===== src/rtl/pipeline_ctrl6.sv =====
// Six-stage (F, D, D2, X, M, W) pipeline sequencer: holds per-stage instruction/valid
// registers and advances, freezes, bubbles or squashes them from hazard/redirect/memory stalls.
module pipeline_ctrl6 #(
   parameter logic [31:0] NOP_INST = 32'h00000013,
   parameter int          CNT_W    = 16
) (
   input  logic             clk,
   input  logic             rst,
   input  logic [31:0]      inst_in,
   input  logic             inst_in_valid,
   input  logic             stallF_req,
   input  logic             redirect,
   input  logic             mem_stall,
   output logic [31:0]      instF,
   output logic [31:0]      instD,
   output logic [31:0]      instD2,
   output logic [31:0]      instX,
   output logic [31:0]      instM,
   output logic [31:0]      instW,
   output logic             validF,
   output logic             validD,
   output logic             validD2,
   output logic             validX,
   output logic             validM,
   output logic             validW,
   output logic             pc_en,
   output logic             flush_young,
   output logic [CNT_W-1:0] stall_cnt,
   output logic [CNT_W-1:0] flush_cnt
);

   localparam int S_F  = 0;
   localparam int S_D  = 1;
   localparam int S_D2 = 2;
   localparam int S_X  = 3;
   localparam int S_M  = 4;
   localparam int S_W  = 5;

   typedef enum logic [1:0] {
      ACT_NORMAL,
      ACT_MEM_STALL,
      ACT_REDIRECT,
      ACT_LOAD_USE
   } action_t;

   action_t          action;
   logic [31:0]      inst_q  [6];
   logic [31:0]      inst_d  [6];
   logic             valid_q [6];
   logic             valid_d [6];
   logic [CNT_W-1:0] stall_cnt_q, stall_cnt_d;
   logic [CNT_W-1:0] flush_cnt_q, flush_cnt_d;

   // Priority: memory stall freezes everything, then redirect, then load-use.
   always_comb begin
      if (mem_stall)       action = ACT_MEM_STALL;
      else if (redirect)   action = ACT_REDIRECT;
      else if (stallF_req) action = ACT_LOAD_USE;
      else                 action = ACT_NORMAL;
   end

   // NOTE: every combinational output gets a default first so no path leaves it unassigned (no latch).
   always_comb begin
      inst_d      = inst_q;
      valid_d     = valid_q;
      stall_cnt_d = stall_cnt_q;
      flush_cnt_d = flush_cnt_q;
      case (action)
         ACT_NORMAL: begin
            inst_d[S_F]  = inst_in_valid ? inst_in : NOP_INST;
            valid_d[S_F] = inst_in_valid;
            for (int i = S_D; i <= S_W; i++) begin
               inst_d[i]  = inst_q[i-1];
               valid_d[i] = valid_q[i-1];
            end
         end
         ACT_MEM_STALL: begin
            inst_d[S_W]  = NOP_INST;
            valid_d[S_W] = 1'b0;
         end
         ACT_REDIRECT: begin
            // D2 is wrong-path, so X takes a bubble rather than D2's word.
            for (int i = S_F; i <= S_X; i++) begin
               inst_d[i]  = NOP_INST;
               valid_d[i] = 1'b0;
            end
            inst_d[S_M]  = inst_q[S_X];
            valid_d[S_M] = valid_q[S_X];
            inst_d[S_W]  = inst_q[S_M];
            valid_d[S_W] = valid_q[S_M];
            if (flush_cnt_q != '1) flush_cnt_d = flush_cnt_q + CNT_W'(1);
         end
         ACT_LOAD_USE: begin
            inst_d[S_D]  = NOP_INST;
            valid_d[S_D] = 1'b0;
            for (int i = S_D2; i <= S_W; i++) begin
               inst_d[i]  = inst_q[i-1];
               valid_d[i] = valid_q[i-1];
            end
            if (stall_cnt_q != '1) stall_cnt_d = stall_cnt_q + CNT_W'(1);
         end
         default: ;
      endcase
   end

   // NOTE: sequential state uses non-blocking assignments so all stages update from pre-edge values.
   always_ff @(posedge clk) begin
      if (rst) begin
         for (int i = 0; i < 6; i++) begin
            inst_q[i]  <= NOP_INST;
            valid_q[i] <= 1'b0;
         end
         stall_cnt_q <= '0;
         flush_cnt_q <= '0;
      end else begin
         inst_q      <= inst_d;
         valid_q     <= valid_d;
         stall_cnt_q <= stall_cnt_d;
         flush_cnt_q <= flush_cnt_d;
      end
   end

   always_comb begin
      pc_en       = 1'b0;
      flush_young = 1'b0;
      if (!rst) begin
         pc_en       = (action == ACT_NORMAL) || (action == ACT_REDIRECT);
         flush_young = (action == ACT_REDIRECT);
      end
   end

   assign instF   = inst_q[S_F];
   assign instD   = inst_q[S_D];
   assign instD2  = inst_q[S_D2];
   assign instX   = inst_q[S_X];
   assign instM   = inst_q[S_M];
   assign instW   = inst_q[S_W];
   assign validF  = valid_q[S_F];
   assign validD  = valid_q[S_D];
   assign validD2 = valid_q[S_D2];
   assign validX  = valid_q[S_X];
   assign validM  = valid_q[S_M];
   assign validW  = valid_q[S_W];
   assign stall_cnt = stall_cnt_q;
   assign flush_cnt = flush_cnt_q;

endmodule

===== config.mk =====
export PLATFORM = sky130hd
export DESIGN_NAME = pipeline_ctrl6
export DESIGN_NICKNAME = d
export VERILOG_FILES = /design/src/rtl/pipeline_ctrl6.sv
export SDC_FILE = /design/constraint.sdc
export NUM_CORES = 1
export LEC_CHECK = 0
export CAP_MARGIN = 10
export CORE_ASPECT_RATIO = 0.6
export CORE_MARGIN = 1.5
export CORE_UTILIZATION = 40
export DETAILED_ROUTE_END_ITERATION = 6
export PLACE_DENSITY = 0.73
export SYNTH_ARGS = -nofsm -noshare
export SYNTH_HDL_FRONTEND = slang
export SYNTH_SLANG_ARGS = --single-unit

===== constraint.sdc =====
create_clock -name clk -period 3.1 [get_ports clk]
set_input_delay 0.775 -clock clk [delete_from_list [all_inputs] [get_ports clk]]
set_output_delay 0.775 -clock clk [all_outputs]
set_load 0.01 [all_outputs]

==> metrics.txt, run 1 <==
clk slew on worst S/H paths=0.06 ns; vias in the first global route=6596; top_reg_cell synth=dfxtp_1; Min Hold Slack=0.477 ns; hold_sp=instM[4]; Mapped Cells=854; Leak=4.30 nW; routed wire length=25200 um; Post-synth EDFFs=0; RSZ-0062 raised after global routing=no; synth-to-layout area growth=41.3%; Setup Crit Path Kind=primary input to output pin; #FFs+latches synth=230; depth of the CTS H-tree=1; ranking of synthesized cells by area=dfxtp_1, nor2_1, mux2i_1, a22o_1, nor3b_1; most instantiated cells after synthesis=dfxtp_1, nor2_1, a21oi_1; CP peak stage delay=0.56 ns; Synth Net Count=894; Die X=191 um; Max Slew Vio Count=0; Core Footprint=20300 sq um; Avg WL per Cell=18.5 um; Die Ht=116 um; DRC Markers=0; CTS root buffer=clkbuf_16; Non-Filler Instances=1359; clock skew=0.00952 ns; largest net degree at the start of global routing=134; design area=11900 sq um; most frequent cell on the critical path=clkdlybuf4s50_1; GRT Resource Usage Total=22.3%; row count=40; Clock Sink Count=230; DR vias/cell=5.24; PD cells=510 nW/um^2; worst skew pair latency=0.50 ns; r2r setup slk=0.78 ns; Worst-Margin Slew=1.17 ns; cts hold-fix bufs=0; Post-DP Area=11200 sq um; Longest Clk Path Bufs=3; initial antenna violation count=0; crit-path leading delay family=buffers and inverters; WHS Path Cells=1; post-synth top area cell=dfxtp_1; count leader, synth=dfxtp_1; number of max-cap violations=0; ANT nets after route=0; post-synthesis sequential area ratio=54.6%; CTS buffer count=22; via count=7126; Req. time, crit path=2.32 ns; DP Cell Count=1320; share of cells above drive strength 1=6.08%; post-synth top area share=54.6%; post-cts gate resize count=0; Max VDD drop=0.000306 V; DRT iter0 DRCs=519; Die ar.=22000 sq um; CP endpoint kind=output pin; R2R Path End=stall_cnt[0]; # Post-CTS Setup Buffers=0; synthesized area per cell=9.88 sq um; hpwl dp=17200 um; Hold/Removal Path Class=flip-flop to flip-flop; effective utilization at floorplan=41.5%; buffers plus inverters on the worst setup path=3; Synth cell types=45; Worst slew margin=22.0%; crit-path cells=clkdlybuf4s50_1, buf_4, nor2b_1, nor3_1, clkdlybuf4s50_1; Worst EP arrival=2.21 ns; Fin. Hold Viols=0; Setup-failing EPs final=0; first-pass GRT wire length=38600 um; crit-path max FO=7; IO Pins=270; ys async rst share=0%; crit path time final=2.99 ns; GP Congestion=0.822; max frequency=335 MHz; CTS tree=yes; Worst Hold Endpoint=instW[4]; mapped cell area=8440 sq um; Final nets=1111; final period utilization=96.3%; RR Startpoint=stall_cnt[9]; gr ovfl total=0; post-layout util=58.7%; reg2reg path depth=4; status=finished clean; Startpoint Class=primary input; Pre-antenna DRT Iters=7; Layout fillers=1811; slowest library cell on the worst path=clkdlybuf4s50_1; Setup TNS Final=0 ns; PortBufs=269; Synth warnings=0
[area by class of cell]
class / instances / area, sq um / area share [%]
Timing Repair Buffer: 285 / 2820 / 23.6
Inverter: 7 / 26.3 / 0.220
Antenna cell: 1 / 2.50 / 0.0210
Clock buffer: 32 / 669 / 5.61
Multi-Input combinational cell: 525 / 3370 / 28.3
Clock inverter: 6 / 90.1 / 0.756
Tap cell: 273 / 342 / 2.86
Sequential cell: 230 / 4600 / 38.6
[power by group]
group          internal (mW)  total, mW  switching, mW  leakage, nW
combinational          0.117      0.281          0.164         2.07
sequential              2.97       2.99         0.0152         1.85
clock                   1.67       2.82           1.15        0.371
total                   4.75       6.08           1.33         4.30
[kinds of logic after synthesis]
| family | synth area share (%) |
|---|---|
| AOI/OAI and AO/OA | 14.3 |
| and+or+nand+nor | 19.3 |
| DFF | 54.6 |
| adders and majority gates | 0.296 |
| xor gates and xnor gates | 0.104 |
| buffers and inverters | 5.84 |
| muxes | 5.65 |
[per-stage QoR]
stage	power, mW	setup slack (ns)
after floorplan	3.19	0.566
after global placement	3.33	0.115
after detailed placement	3.33	0.0980
after CTS	6.15	0.117
after global routing	6.29	0.0263
final	6.08	0.113
[routing by layer]
layer  GRT usage, %  vias up  part of all wire, %
met4           4.20        0                  1.5
li1               -     3439                    -
met2           31.9      279                   40
met5              0        -                    0
met3           6.87       29                  9.4
met1           33.1     3379                   49
[state kept, by name (all words and copies together) (netlist names)]
register,flops
instM,32
validM,1
validW,1
flush_cnt,16
instF,32
instD,32
validD2,1
instX,32
validD,1
validX,1
stall_cnt,16
validF,1
instW,32
instD2,32
[worst max-delay path by stage]
| stage | end | cells after the start | start |
|---|---|---|---|
| after global placement | stall_cnt[15] | 5 | stallF_req |
| after global routing | pc_en | 5 | stallF_req |
| after floorplan | flush_young | 5 | mem_stall |
| after detailed placement | stall_cnt[15] | 5 | stallF_req |
| after CTS | pc_en | 5 | stallF_req |
| final | pc_en | 5 | stallF_req |
[layout by cell type (no fill, tap or decap), types with 2 or more instances in the layout]
master             n
clkbuf_16         23
or3_1             11
o31ai_1           11
and2_1            32
or4_1             12
o41ai_1            2
nor2b_1           18
a21oi_1           52
mux2i_1           42
nand3_1           10
nand2b_1           9
a211o_1            6
a22o_1            47
clkdlybuf4s50_1  266
mux2_2             5
and4_1             3
clkbuf_8           6
nor4_1             7
inv_1              7
o21ai_0            8
nand4_1           10
dfxtp_1          230
buf_4             16
a22oi_1           29
bufinv_16          2
o22ai_1            3
clkbuf_1           3
o21bai_1           7
nor3b_1           37
nor3_1            12
a211oi_1           3
nor2_1           117
ha_1               2
nand2_1           13
Power figures use the tool's default switching activity.
==> run 2: changes to the inputs <==
--- a/config.mk
+++ b/config.mk
@@ -11,6 +11,7 @@
 export CORE_UTILIZATION = 40
 export DETAILED_ROUTE_END_ITERATION = 6
 export PLACE_DENSITY = 0.73
+export SKIP_CTS_REPAIR_TIMING = 1
 export SYNTH_ARGS = -nofsm -noshare
 export SYNTH_HDL_FRONTEND = slang
 export SYNTH_SLANG_ARGS = --single-unit
==> results of run 2 <==
Same layout as run 1: the final DEF is identical, and so are final timing and power.
==> run 3: changes to the inputs <==
--- a/config.mk
+++ b/config.mk
@@ -10,7 +10,7 @@
 export CORE_MARGIN = 1.5
 export CORE_UTILIZATION = 40
 export DETAILED_ROUTE_END_ITERATION = 6
-export PLACE_DENSITY = 0.73
+export PLACE_DENSITY = 0.82
 export SKIP_CTS_REPAIR_TIMING = 1
 export SYNTH_ARGS = -nofsm -noshare
 export SYNTH_HDL_FRONTEND = slang
==> metrics.txt, run 3 (same netlist as run 1, synthesis figures left out) <==
initial antenna violation count=0 (unchanged); clk slew on worst S/H paths=0.06 ns (about the same); Internal=4.66 mW (-2.0%); Hold/Removal Path Class=flip-flop to flip-flop; depth of the CTS H-tree=1 (unchanged); grt peak-use layer=met2; crit path time final=2.98 ns (-0.00551 ns); M1 GR Usage=30.9% (-2.2 points); Worst-Margin Slew=1.02 ns (-0.154 ns); crit-path max FO=7 (unchanged); met2 GRT Util=33.9% (+2.0 points); Die Ht=116 um (unchanged); ANT nets after route=0 (unchanged); Switching Fraction=21.7% (-0.11 points); slowest library cell on the worst path=clkdlybuf4s50_1; PD cells=500 nW/um^2 (-1.9%); IO Pins=270 (unchanged); Layout fillers=1711 (-5.5%); share of cells above drive strength 1=5.89% (-0.20 points); first-pass GRT wire length=38300 um (-0.81%); status=finished clean; via count=7268 (+2.0%); row count=40 (unchanged); Die ar.=22000 sq um (unchanged); effective utilization at floorplan=41.5% (unchanged); synth-to-layout area growth=40.9%; buffers plus inverters on the worst setup path=3 (unchanged); vias in the first global route=6711 (+1.7%); Net Switching=1.29 mW (-2.7%); Worst EP arrival=2.21 ns (about the same); final period utilization=96.2% (-0.18 points); RSZ-0062 raised after global routing=no; DRT iter0 DRCs=438 (-16%); Longest Clk Path Bufs=3 (unchanged); Setup TNS Final=0 ns (unchanged); Fin. Hold Viols=0 (unchanged); Max VDD drop=0.000349 V (+14%); Die X=191 um (unchanged); DRC Markers=0 (unchanged); gr ovfl total=0 (unchanged); crit-path leading delay family=buffers and inverters; CTS buffer count=22 (unchanged); dpl ws=0.0391 ns (-0.0589 ns); hpwl dp=17300 um (+0.54%); worst skew pair latency=0.50 ns (about the same); GP Congestion=0.832 (+1.1%); sequential power share=50.2% (+1.1 points); commonest non-fill, non-tap cell in the layout=clkdlybuf4s50_1; most frequent cell on the critical path=clkdlybuf4s50_1; DR vias/cell=5.34 (+1.8%); Comb power frac=4.7% (about the same); Levels on crit path=5 (unchanged); Clock Sink Count=230 (unchanged); Core Footprint=20300 sq um (unchanged); met3 GRT Util=6.36% (-0.51 points); Req. time, crit path=2.32 ns (about the same); largest net degree at the start of global routing=154 (+15%); number of max-cap violations=0 (unchanged); crit-path cells=clkdlybuf4s50_1, buf_4, nor2b_1, nor3_1, clkdlybuf4s50_1; most frequent cells in the layout=clkdlybuf4s50_1, dfxtp_1, nor2_1, a21oi_1, a22o_1; CTS root buffer=clkbuf_16; Worst slew margin=31.7% (+9.6 points); Setup-failing EPs final=0 (unchanged); WHS Path Cells=1 (unchanged); worst setup slack after layout=0.119 ns (+0.00551 ns); routed wire length=25200 um (about the same); Startpoint Class=primary input; max frequency=335 MHz (+0.18%); clock skew=0.00814 ns (-0.00139 ns); CP endpoint kind=output pin; Pre-antenna DRT Iters=6 (-1); GRT Resource Usage Total=22.1% (-0.24 points); reg2reg path depth=4 (unchanged); CTS tree=yes; Setup Crit Path Kind=primary input to output pin; Avg WL per Cell=18.5 um (-0.17%); Max Slew Vio Count=0 (unchanged); PortBufs=269 (unchanged); Final nets=1111 (unchanged); proportion of power drawn by the clock network=45.1% (-1.2 points); Leak=4.28 nW (-0.29%); CP peak stage delay=0.56 ns (about the same)
==> run 3: final timing paths <==
path	start	endpoint	slack [ns]
setup / recovery	stallF_req	pc_en	0.12
hold / removal	instM[0]	instW[0]	0.48
setup reg to reg	stall_cnt[8]	stall_cnt[0]	0.77
hold reg to reg	instM[0]	instW[0]	0.48
==> run 3: final cells by class <==
| cell class | count | area [sq um] | share of cell area (%) |
|---|---|---|---|
| clock buffer | 35 | 671 | 5.64 |
| sequential | 230 | 4600 | 38.7 |
| multi-input combinational | 525 | 3370 | 28.4 |
| inverter | 7 | 26.3 | 0.221 |
| tap | 273 | 342 | 2.87 |
| timing repair buffer | 285 | 2820 | 23.7 |
| clock inverter | 5 | 53.8 | 0.453 |
| antenna | 1 | 2.50 | 0.0210 |
==> run 3: worst register-to-register path: cells and delay by family, from the launching register on <==
kind             cells  cell delay, ns
flip-flops           1            0.47
multiplexers         1            0.33
AND/OR/NAND/NOR      3            1.42
==> run 3: metrics by stage <==
step / power [mW] / area, sq um / util, % / instances / hold WS [ns]
5_1_grt: 6.16 / 11900 / 58.5 / 1360 / 0.498
4_1_cts: 6.01 / 11900 / 58.5 / 1360 / 0.482
3_3_place_gp: 3.33 / 11200 / 54.9 / 1320 / 0.464
2_1_floorplan: 3.19 / 8440 / - / 854 / 0.481
6_report: 5.95 / 11900 / 58.5 / 1361 / 0.483
3_5_place_dp: 3.33 / 11200 / 54.9 / 1320 / 0.467
==> run 3: power groups by stage <==
| stage | Sequential, mW | Combinational, mW | Clock [mW] |
|---|---|---|---|
| global placement | 3.05 | 0.277 | 0 |
| detailed placement | 3.05 | 0.280 | 0 |
| finish | 2.99 | 0.282 | 2.68 |
| global route | 2.99 | 0.301 | 2.87 |
| CTS | 2.99 | 0.281 | 2.74 |
| floorplan | 3.06 | 0.137 | 0 |
==> run 3: layer usage <==
layer | vias up | routed length [um] | share of wire [%]
met5 | - | 0 | 0
met4 | 0 | 486 | 1.9
met3 | 40 | 2200 | 8.7
met2 | 304 | 10700 | 42
met1 | 3477 | 11800 | 47
li1 | 3447 | - | -
